`src/rtl/duty_step_ctrl_if.sv`:
```
// Button-in / strobe-out bundle between the board buttons, duty_step_ctrl
// and the DPWM duty counter's Aumentar/Disminuir inputs.
interface duty_step_ctrl_if;
    logic       btn_up;
    logic       btn_dn;
    logic       aumentar;
    logic       disminuir;
    logic [2:0] duty_shadow;
    logic       busy;

    modport master (
        output btn_up, btn_dn,
        input  aumentar, disminuir, duty_shadow, busy
    );

    modport slave (
        input  btn_up, btn_dn,
        output aumentar, disminuir, duty_shadow, busy
    );
endinterface

```
`src/rtl/duty_step_ctrl.sv`:
```
// Debounced, saturating up/down step controller for the DPWM 3-bit duty counter.
// Optional auto-repeat while a button is held: define DUTY_STEP_AUTOREPEAT_EN.
module duty_step_ctrl #(
    parameter int unsigned DEB_CYCLES = 50000,
    parameter int unsigned REP_DELAY  = 25000000,
    parameter int unsigned REP_PERIOD = 5000000
) (
    input  logic            clkm,
    input  logic            reset,
    duty_step_ctrl_if.slave bus
);

    if (DEB_CYCLES < 2 || DEB_CYCLES > 65535) begin : g_bad_deb
        $error("duty_step_ctrl: DEB_CYCLES must be within 2..65535");
    end
    if (REP_DELAY < 1 || REP_PERIOD < 1) begin : g_bad_rep
        $error("duty_step_ctrl: REP_DELAY and REP_PERIOD must be at least 1");
    end

    localparam logic [15:0] DEB_SAT  = 16'(DEB_CYCLES);
    localparam logic [15:0] DEB_LAST = 16'(DEB_CYCLES - 1);

    typedef enum logic [2:0] {
        IDLE,
        DEBOUNCE,
        STEP,
        HOLD,
        LOCKOUT,
        RELEASE
    } state_t;

    state_t      state, state_d;
    logic [1:0]  up_sync, dn_sync;
    logic [1:0]  pair, pair_q;
    logic [15:0] deb_cnt;
    logic        stable;
    logic        dir_up, dir_up_d;
    logic        aum_q, aum_d;
    logic        dis_q, dis_d;
    logic [2:0]  shadow_q, shadow_d;
    logic        busy_q;

    always_ff @(posedge clkm or posedge reset) begin
        if (reset) begin
            up_sync <= '0;
            dn_sync <= '0;
        end else begin
            up_sync <= {up_sync[0], bus.btn_up};
            dn_sync <= {dn_sync[0], bus.btn_dn};
        end
    end

    assign pair = {up_sync[1], dn_sync[1]};

    // One counter serves both buttons: any change of the pair restarts it.
    always_ff @(posedge clkm or posedge reset) begin
        if (reset) begin
            pair_q  <= '0;
            deb_cnt <= '0;
        end else begin
            pair_q <= pair;
            if (pair != pair_q)
                deb_cnt <= '0;
            else if (deb_cnt != DEB_SAT)
                deb_cnt <= deb_cnt + 16'd1;
        end
    end

    assign stable = (deb_cnt == DEB_LAST) && (pair == pair_q);

`ifdef DUTY_STEP_AUTOREPEAT_EN
    localparam logic [31:0] REP_FIRST = 32'(REP_DELAY - 1);
    localparam logic [31:0] REP_NEXT  = 32'(REP_PERIOD - 1);

    logic [31:0] rep_cnt;
    logic        rep_armed;
    logic        rep_hit;

    assign rep_hit = (pair == pair_q) && (rep_cnt == (rep_armed ? REP_NEXT : REP_FIRST));

    // Counts from each STEP entry, so STEP-to-STEP spacing is exactly the delay/period.
    always_ff @(posedge clkm or posedge reset) begin
        if (reset) begin
            rep_cnt   <= '0;
            rep_armed <= 1'b0;
        end else if (state_d == STEP) begin
            rep_cnt   <= '0;
            rep_armed <= (state == HOLD);
        end else if ((state == STEP || state == HOLD) && pair == pair_q) begin
            rep_cnt <= rep_cnt + 32'd1;
        end else begin
            rep_cnt   <= '0;
            rep_armed <= 1'b0;
        end
    end
`endif

    always_comb begin
        state_d  = state;
        dir_up_d = dir_up;
        aum_d    = 1'b0;
        dis_d    = 1'b0;
        shadow_d = shadow_q;
        case (state)
            IDLE: begin
                if (pair != 2'b00)
                    state_d = DEBOUNCE;
            end
            DEBOUNCE: begin
                if (pair == 2'b00)
                    state_d = IDLE;
                else if (stable) begin
                    if (pair == 2'b11)
                        state_d = LOCKOUT;
                    else begin
                        state_d  = STEP;
                        dir_up_d = pair[1];
                    end
                end
            end
            STEP: begin
                state_d = HOLD;
                if (dir_up && shadow_q != 3'd7) begin
                    aum_d    = 1'b1;
                    shadow_d = shadow_q + 3'd1;
                end else if (!dir_up && shadow_q != 3'd0) begin
                    dis_d    = 1'b1;
                    shadow_d = shadow_q - 3'd1;
                end
            end
            HOLD: begin
                if (pair == 2'b11)
                    state_d = LOCKOUT;
                else if (pair == 2'b00)
                    state_d = RELEASE;
`ifdef DUTY_STEP_AUTOREPEAT_EN
                else if (rep_hit)
                    state_d = STEP;
`endif
            end
            LOCKOUT, RELEASE: begin
                if (stable && pair == 2'b00)
                    state_d = IDLE;
            end
            default: state_d = IDLE;
        endcase
    end

    always_ff @(posedge clkm or posedge reset) begin
        if (reset) begin
            state    <= IDLE;
            dir_up   <= 1'b0;
            aum_q    <= 1'b0;
            dis_q    <= 1'b0;
            shadow_q <= '0;
            busy_q   <= 1'b0;
        end else begin
            state    <= state_d;
            dir_up   <= dir_up_d;
            aum_q    <= aum_d;
            dis_q    <= dis_d;
            shadow_q <= shadow_d;
            busy_q   <= (state_d != IDLE);
        end
    end

    assign bus.aumentar    = aum_q;
    assign bus.disminuir   = dis_q;
    assign bus.duty_shadow = shadow_q;
    assign bus.busy        = busy_q;

endmodule

```
`src/flat_wrapper.sv`:
```
// flat-port wrapper written by rule: the top's interface ports become plain ports
module duty_step_ctrl_flat 
#(
    parameter int unsigned DEB_CYCLES = 50000,
    parameter int unsigned REP_DELAY  = 25000000,
    parameter int unsigned REP_PERIOD = 5000000
)
  (clkm, reset, bus_btn_up, bus_btn_dn, bus_aumentar, bus_disminuir, bus_duty_shadow, bus_busy);
  duty_step_ctrl_if bus_i ();
  input  logic clkm;
  input  logic reset;
  input wire logic [$bits(bus_i.btn_up)-1:0] bus_btn_up;
  input wire logic [$bits(bus_i.btn_dn)-1:0] bus_btn_dn;
  output wire logic [$bits(bus_i.aumentar)-1:0] bus_aumentar;
  output wire logic [$bits(bus_i.disminuir)-1:0] bus_disminuir;
  output wire logic [$bits(bus_i.duty_shadow)-1:0] bus_duty_shadow;
  output wire logic [$bits(bus_i.busy)-1:0] bus_busy;
  assign bus_i.btn_up = bus_btn_up;
  assign bus_i.btn_dn = bus_btn_dn;
  assign bus_aumentar = bus_i.aumentar;
  assign bus_disminuir = bus_i.disminuir;
  assign bus_duty_shadow = bus_i.duty_shadow;
  assign bus_busy = bus_i.busy;
  duty_step_ctrl #(.DEB_CYCLES(DEB_CYCLES), .REP_DELAY(REP_DELAY), .REP_PERIOD(REP_PERIOD)) u_core (.clkm(clkm), .reset(reset), .bus(bus_i));
endmodule
```
`config.mk`:
```
export PLATFORM = sky130hd
export DESIGN_NAME = duty_step_ctrl_flat
export DESIGN_NICKNAME = d
export VERILOG_FILES = /design/src/rtl/duty_step_ctrl_if.sv /design/src/rtl/duty_step_ctrl.sv /design/src/flat_wrapper.sv
export SDC_FILE = /design/constraint.sdc
export NUM_CORES = 1
export LEC_CHECK = 0
export CAP_MARGIN = 20
export CORE_ASPECT_RATIO = 1.25
export CORE_MARGIN = 8
export CORE_UTILIZATION = 59
export CTS_BUF_LIST = sky130_fd_sc_hd__clkbuf_2
export DETAILED_ROUTE_END_ITERATION = 8
export PLACE_DENSITY_LB_ADDON = 0.1
export SLEW_MARGIN = 20
export SYNTH_ARGS = -nofsm -noshare
export SYNTH_HDL_FRONTEND = slang
export SYNTH_SLANG_ARGS = --single-unit
```
`constraint.sdc`:
```
create_clock -name clkm -period 2.23 [get_ports clkm]
set_input_delay 0.446 -clock clkm [delete_from_list [all_inputs] [get_ports clkm]]
set_output_delay 0.446 -clock clkm [all_outputs]
set_load 0.01 [all_outputs]
```
==> results of run 1 <==
cells in the final DEF, fill, tap and decap left out, types with 3 or more instances in the layout:
| master | netlist | layout |
|---|---|---|
| dfrtp_1 | 32 | 32 |
| nor2_1 | 16 | 16 |
| o21ai_0 | 11 | 11 |
| a21oi_1 | 10 | 10 |
| nand2_1 | 9 | 9 |
| clkdlybuf4s50_1 | 0 | 9 |
| or3_1 | 8 | 8 |
| inv_1 | 8 | 8 |
| nor3_1 | 8 | 8 |
| xor2_1 | 7 | 7 |
| nand3_1 | 7 | 7 |
| clkbuf_2 | 0 | 6 |
| nand4_1 | 5 | 5 |
| ha_1 | 4 | 4 |
| and2_1 | 3 | 3 |
how the worst max path moves through the flow:
stage / endpoint / cells after the start
floorplan: u_core.dir_up / 6
finish: bus_duty_shadow[0] / 1
CTS: bus_duty_shadow[0] / 1
detailed placement: u_core.dir_up / 5
global route: bus_duty_shadow[0] / 1
global placement: u_core.dir_up / 5
registers in the layout (all words and copies together) (netlist names):
signal / flops
u_core.dir_up: 1
u_core.deb_cnt: 16
u_core.up_sync: 2
u_core.state: 3
u_core.dn_sync: 2
u_core.bus.busy: 1
u_core.bus.disminuir: 1
u_core.pair_q: 2
u_core.bus.aumentar: 1
u_core.bus.duty_shadow: 3
metal layers:
layer  up-vias  global-route usage (%)
li1        618                       -
met4         0                    8.19
met5         -                       0
met1       595                    14.1
met2        35                    26.1
met3         8                    5.95
cell usage after synthesis, drive strengths merged (2+ instances only):
library cell,n
dfrtp,32
nor2,16
o21ai,11
a21oi,10
nand2,9
nor3,9
inv,8
or3,8
nand3,7
xor2,7
nand4,6
clkbuf,5
ha,4
and2,3
buf,3
a221o,2
a31oi,2
and4,2
nand2b,2
nand3b,2
nor3b,2
nor4b,2
o211ai,2
o21a,2
xnor2,2
power groups by stage:
stage          clock, mW  sequential (mW)  combinational, mW
6_report           0.259            0.600             0.0574
5_1_grt            0.289            0.603             0.0677
4_1_cts            0.269            0.601             0.0592
3_5_place_dp           0            0.612             0.0589
3_3_place_gp           0            0.610             0.0567
2_1_floorplan          0            0.610             0.0406
worst reg2reg max path, cell delays in order (launching register included):
cell,delay [ns]
dfrtp_1,0.43
ha_1,0.28
nand4b_1,0.13
or3_1,0.43
nor3_2,0.20
mux2_2,0.35
per-stage QoR:
step / area, sq um / power [mW] / instances / setup WS, ns
2_1_floorplan: 1660 / 0.650 / 169 / 0.433
3_3_place_gp: 1770 / 0.667 / 206 / 0.385
3_5_place_dp: 1770 / 0.670 / 206 / 0.331
4_1_cts: 1800 / 0.929 / 213 / 0.266
5_1_grt: 1800 / 0.959 / 213 / 0.175
6_report: 1800 / 0.917 / 213 / 0.285
area by class of cell:
class                           count  area (sq um)  share of cell area [%]
Inverter                            8          30.0                    1.67
Multi-Input combinational cell    121           790                    43.8
Timing Repair Buffer               11           105                    5.83
Sequential cell                    32           801                    44.4
Tap cell                           34          42.5                    2.36
Clock inverter                      1          5.00                   0.278
Clock buffer                        6          30.0                    1.67
cells by family after synthesis:
kind of cell	share of synthesized area, %
buffers and inverters	4.00
XOR/XNOR	4.76
AND/OR/NAND/NOR	26.7
flip-flops	48.3
multiplexers	1.28
adder cells (fa/ha/maj)	4.23
AO/OA/AOI/OAI	10.7
==> results.cfg, run 1 <==
[drt]
wl_met1_um = 1240
met2_length_um = 1560
wl_per_cell_um = 14.1
met3_length_um = 161
viasPerCell = 5.90
ant_nets = 0
via_count = 1256
wirelength_um = 3010
route.top_layer_used = met4
drt_pass1_iterations = 4
dr.first_iter.drc_count = 73
drc = 0

[worst_hold_path]
min_from = u_core.up_sync[0]
hold_depth = 0
holdPathEnd = u_core.up_sync[1]
holdCritPathClass = reg -> reg

[setup_path]
cp_num_buf_inv = 1
crit_type = reg -> out
reg2reg_depth = 5
crit_path_start_kind = flip-flop
end_kind = output port
r2r_end = u_core.dir_up
max_stage_delay_ns = 0.60
cp.arrival_ns = 1.50
worst_ep_required_time_ns = 1.78
crit_path_top_delay_cell = clkdlybuf4s50_1
critical_path.cell_chain = clkdlybuf4s50_1
startpoint = u_core.bus.duty_shadow[0]
r2r_slack_ns = 0.36
cp_max_fo = 10
cp_top_family = buffers and inverters
reg2reg_from = u_core.deb_cnt[0]

[clocking]
cts_root_buf = clkbuf_2
h-tree-depth = 2
post-cts-setup-buffers = 0
cts_sinks = 32
hold_buffers = 0
clockBufferDepth = 2
clkLatencyLatePin_ns = 0.37
cts_buffers = 5
cts_tree = built
clk_pin_slew_ns = 0.14
cts_resized = 0

[status]
status = completed

[timing]
worst_slew_pin_slew_ns = 0.568
finalCriticalPeriod_ns = 1.95
hold_violations = 0
setup_tns_ns = 0
relSlewSlack_pct = 62.0
slew_viol_final = 0
rsz0062_at_grt = false
fin_hold_ws_ns = 0.366
fin_skew_ns = 0.0307
min_period_over_period_pct = 87.2
setup_viol = 0
fmax_ghz = 0.514

[floorplan]
ios = 10
coreArea_sq_um = 2680
rows = 21
die_x_um = 63.4
start_util_pct = 61.8
die_area_sq_um = 4770
die_height_um = 75.2

[synth]
yosys_warnings = 0
syn_area_sq_um = 1660
yosys-top-cells-area = dfrtp_1 (48%), xor2_1 (3.7%), nor2_1 (3.6%), o21ai_0 (3.3%), a21oi_1 (3.0%)
synth-edff-count = 0
ys_ff_latch = 32
syn-num-nets = 178
synthCells = 169
synth_area_per_cell_sq_um = 9.80
synth_flop_cell = dfrtp_1
synth_cell_types = 39
async_reset_ff_share_pct = 100
synth_top_area_share_pct = 48.3
yosys.area.top_type = dfrtp_1
yosysSeqAreaShare_pct = 48.3

[pwr]
clkPwrFrac_pct = 28.3
power_density_nw_per_um2 = 509
p_sw_mw = 0.229
p_int_mw = 0.688
swShare_pct = 25.0
ir_drop_mv = 0.413
share_comb_of_total_power_pct = 6.3
seqPwrFrac_pct = 65.5
leakage_nw = 0.754

[placed_design]
hpwl_um = 2170
gp_congestion = 0.943
port_buffers = 9

[final_layout]
fin_nets = 188
drive_above_1_share_pct = 9.50
fillCellCount = 234
syn_to_final_growth_pct = 8.84
antennaDiodeCount = 0
utilization_pct = 67.3

[global_routing]
grt_usage_pct = 14.6
grt_max_degree = 33
antenna_found_initial = 0
gr-total-overflow = 0
grt_pass1_wl_um = 5360
grt_pass1_vias = 1272

[job]
drv_cap = 0
(Power assumes the default switching activity.)
==> inputs of run 2 (changes only) <==
Settings changed: SLEW_MARGIN 20 to 25.
==> results of run 2 <==
Final layout, timing and power as in run 1 (identical DEF).
==> inputs of run 3 (changes only) <==
Settings changed: RECOVER_POWER set to 100.
==> run 3 against run 2 <==
Net effect: first-iteration DRC count is 8.2% lower; clock skew is 0.0014 ns lower; clock-buffer cell count stayed put; clock power hardly changed; via count hardly changed; die area stayed put; critical endpoint is now bus_duty_shadow[2]; largest cell class unchanged; highest routed layer unchanged.
==> results.cfg, run 3 (synthesis gave the netlist of run 1 again) <==
[setup_path]
crit_path_top_delay_cell = dlygate4sd3_1
critical_path.cell_chain = buf_4 -> dlygate4sd3_1
crit_path_start_kind = flip-flop
cp_top_family = buffers and inverters
end_kind = output port
reg2reg_depth = 5
worst_ep_required_time_ns = 1.78
path_depth = 2
cp_num_buf_inv = 2
cp.arrival_ns = 1.56
cp_max_fo = 10
max_stage_delay_ns = 0.60
crit_type = reg -> out

[pwr]
ir_drop_mv = 0.411
power_density_nw_per_um2 = 508
leakage_nw = 0.770

[clocking]
cts_root_buf = clkbuf_2
clk_pin_slew_ns = 0.17
post-cts-setup-buffers = 0
cts_buffers = 5
clockBufferDepth = 2
h-tree-depth = 2
cts_sinks = 32
clkLatencyLatePin_ns = 0.37
cts_resized = 0
hold_buffers = 0
cts_tree = built

[final_layout]
multi_input_area_sq_um = 785
utilization_pct = 67.0
drive_above_1_share_pct = 8.38
final_cell_mix = dfrtp_1 (32), nor2_1 (16), o21ai_0 (11)
antennaDiodeCount = 0
final_common_cell = dfrtp_1
fillCellCount = 236
syn_to_final_growth_pct = 8.38
largest_reg_flops = 16
regArea_sq_um = 801
fin_nets = 188
regMostFlops = u_core.deb_cnt

[floorplan]
die_height_um = 75.2
die_x_um = 63.4
coreArea_sq_um = 2680
start_util_pct = 61.8
ios = 10
rows = 21
die_area_sq_um = 4770

[drt]
viasPerCell = 5.90
ant_nets = 0
drc = 0
wl_per_cell_um = 14.0
wirelength_um = 2990
drt_pass1_iterations = 4
via_count = 1257
dr.first_iter.drc_count = 67

[global_routing]
grt_max_degree = 33
grt_pass1_vias = 1272
antenna_found_initial = 0
gr-total-overflow = 0
grt_pass1_wl_um = 5360
grt_usage_pct = 14.6

[worst_hold_path]
hold_depth = 0
holdCritPathClass = reg -> reg

[placed_design]
gp_congestion = 0.943
pre_cts_ws_ns = 0.331
port_buffers = 9
hpwl_um = 2170

[status]
status = completed

[timing]
setup_tns_ns = 0
relSlewSlack_pct = 41.7
rsz0062_at_grt = false
min_period_over_period_pct = 90.0
setup_viol = 0
fin_ws_ns = 0.224
slew_viol_final = 0
finalCriticalPeriod_ns = 2.01
hold_violations = 0
fin_skew_ns = 0.0292
worst_slew_pin_slew_ns = 0.875
fmax_ghz = 0.498

[job]
drv_cap = 0
-- run 3: layer usage --
metal	vias to the layer above	routed length, um	track usage, %	share of wire [%]
met5	-	0	0	0
met3	7	155	5.95	5.2
met4	0	42	8.19	1.4
met1	596	1240	14.1	42
met2	36	1550	26.1	52
li1	618	-	-	-
-- run 3: cell type report --
class / instances / share of cell area (%)
multi-input cells: 121 / 43.7
clock buffers: 6 / 1.67
clock inverters: 1 / 0.279
repair buffers: 11 / 5.71
well taps: 34 / 2.37
flip-flops and latches: 32 / 44.6
inverters: 8 / 1.67
-- run 3: worst paths after layout --
check / end / startpoint / slack [ns]
worst min register to register: u_core.up_sync[1] / u_core.up_sync[0] / 0.37
max in group asynchronous: u_core.deb_cnt[0] / reset / 1.02
worst min-delay path: u_core.up_sync[1] / u_core.up_sync[0] / 0.37
worst max-delay path: bus_duty_shadow[2] / u_core.bus.duty_shadow[2] / 0.22
min in group asynchronous: u_core.state[0] / reset / 0.70
worst max register to register: u_core.dir_up / u_core.deb_cnt[0] / 0.33
-- run 3: metrics by stage --
stage / cells / cell area [sq um] / power [mW] / hold slack [ns]
finish: 213 / 1800 / 0.912 / 0.366
global route: 213 / 1800 / 0.957 / 0.376
global placement: 206 / 1770 / 0.667 / 0.333
floorplan: 169 / 1660 / 0.650 / 0.331
detailed placement: 206 / 1770 / 0.670 / 0.339
CTS: 213 / 1800 / 0.929 / 0.372
-- run 3: worst register-to-register path, stage by stage, from the launching register on --
cell,delay [ns]
dfrtp_1,0.43
ha_1,0.28
nand4b_1,0.13
or3_1,0.42
nor3_1,0.22
mux2_2,0.35
-- run 3: power breakdown --
| part | switching, mW | internal, mW |
|---|---|---|
| Combinational | 0.0346 | 0.0197 |
| Sequential | 0.00915 | 0.591 |
| Clock | 0.183 | 0.0747 |
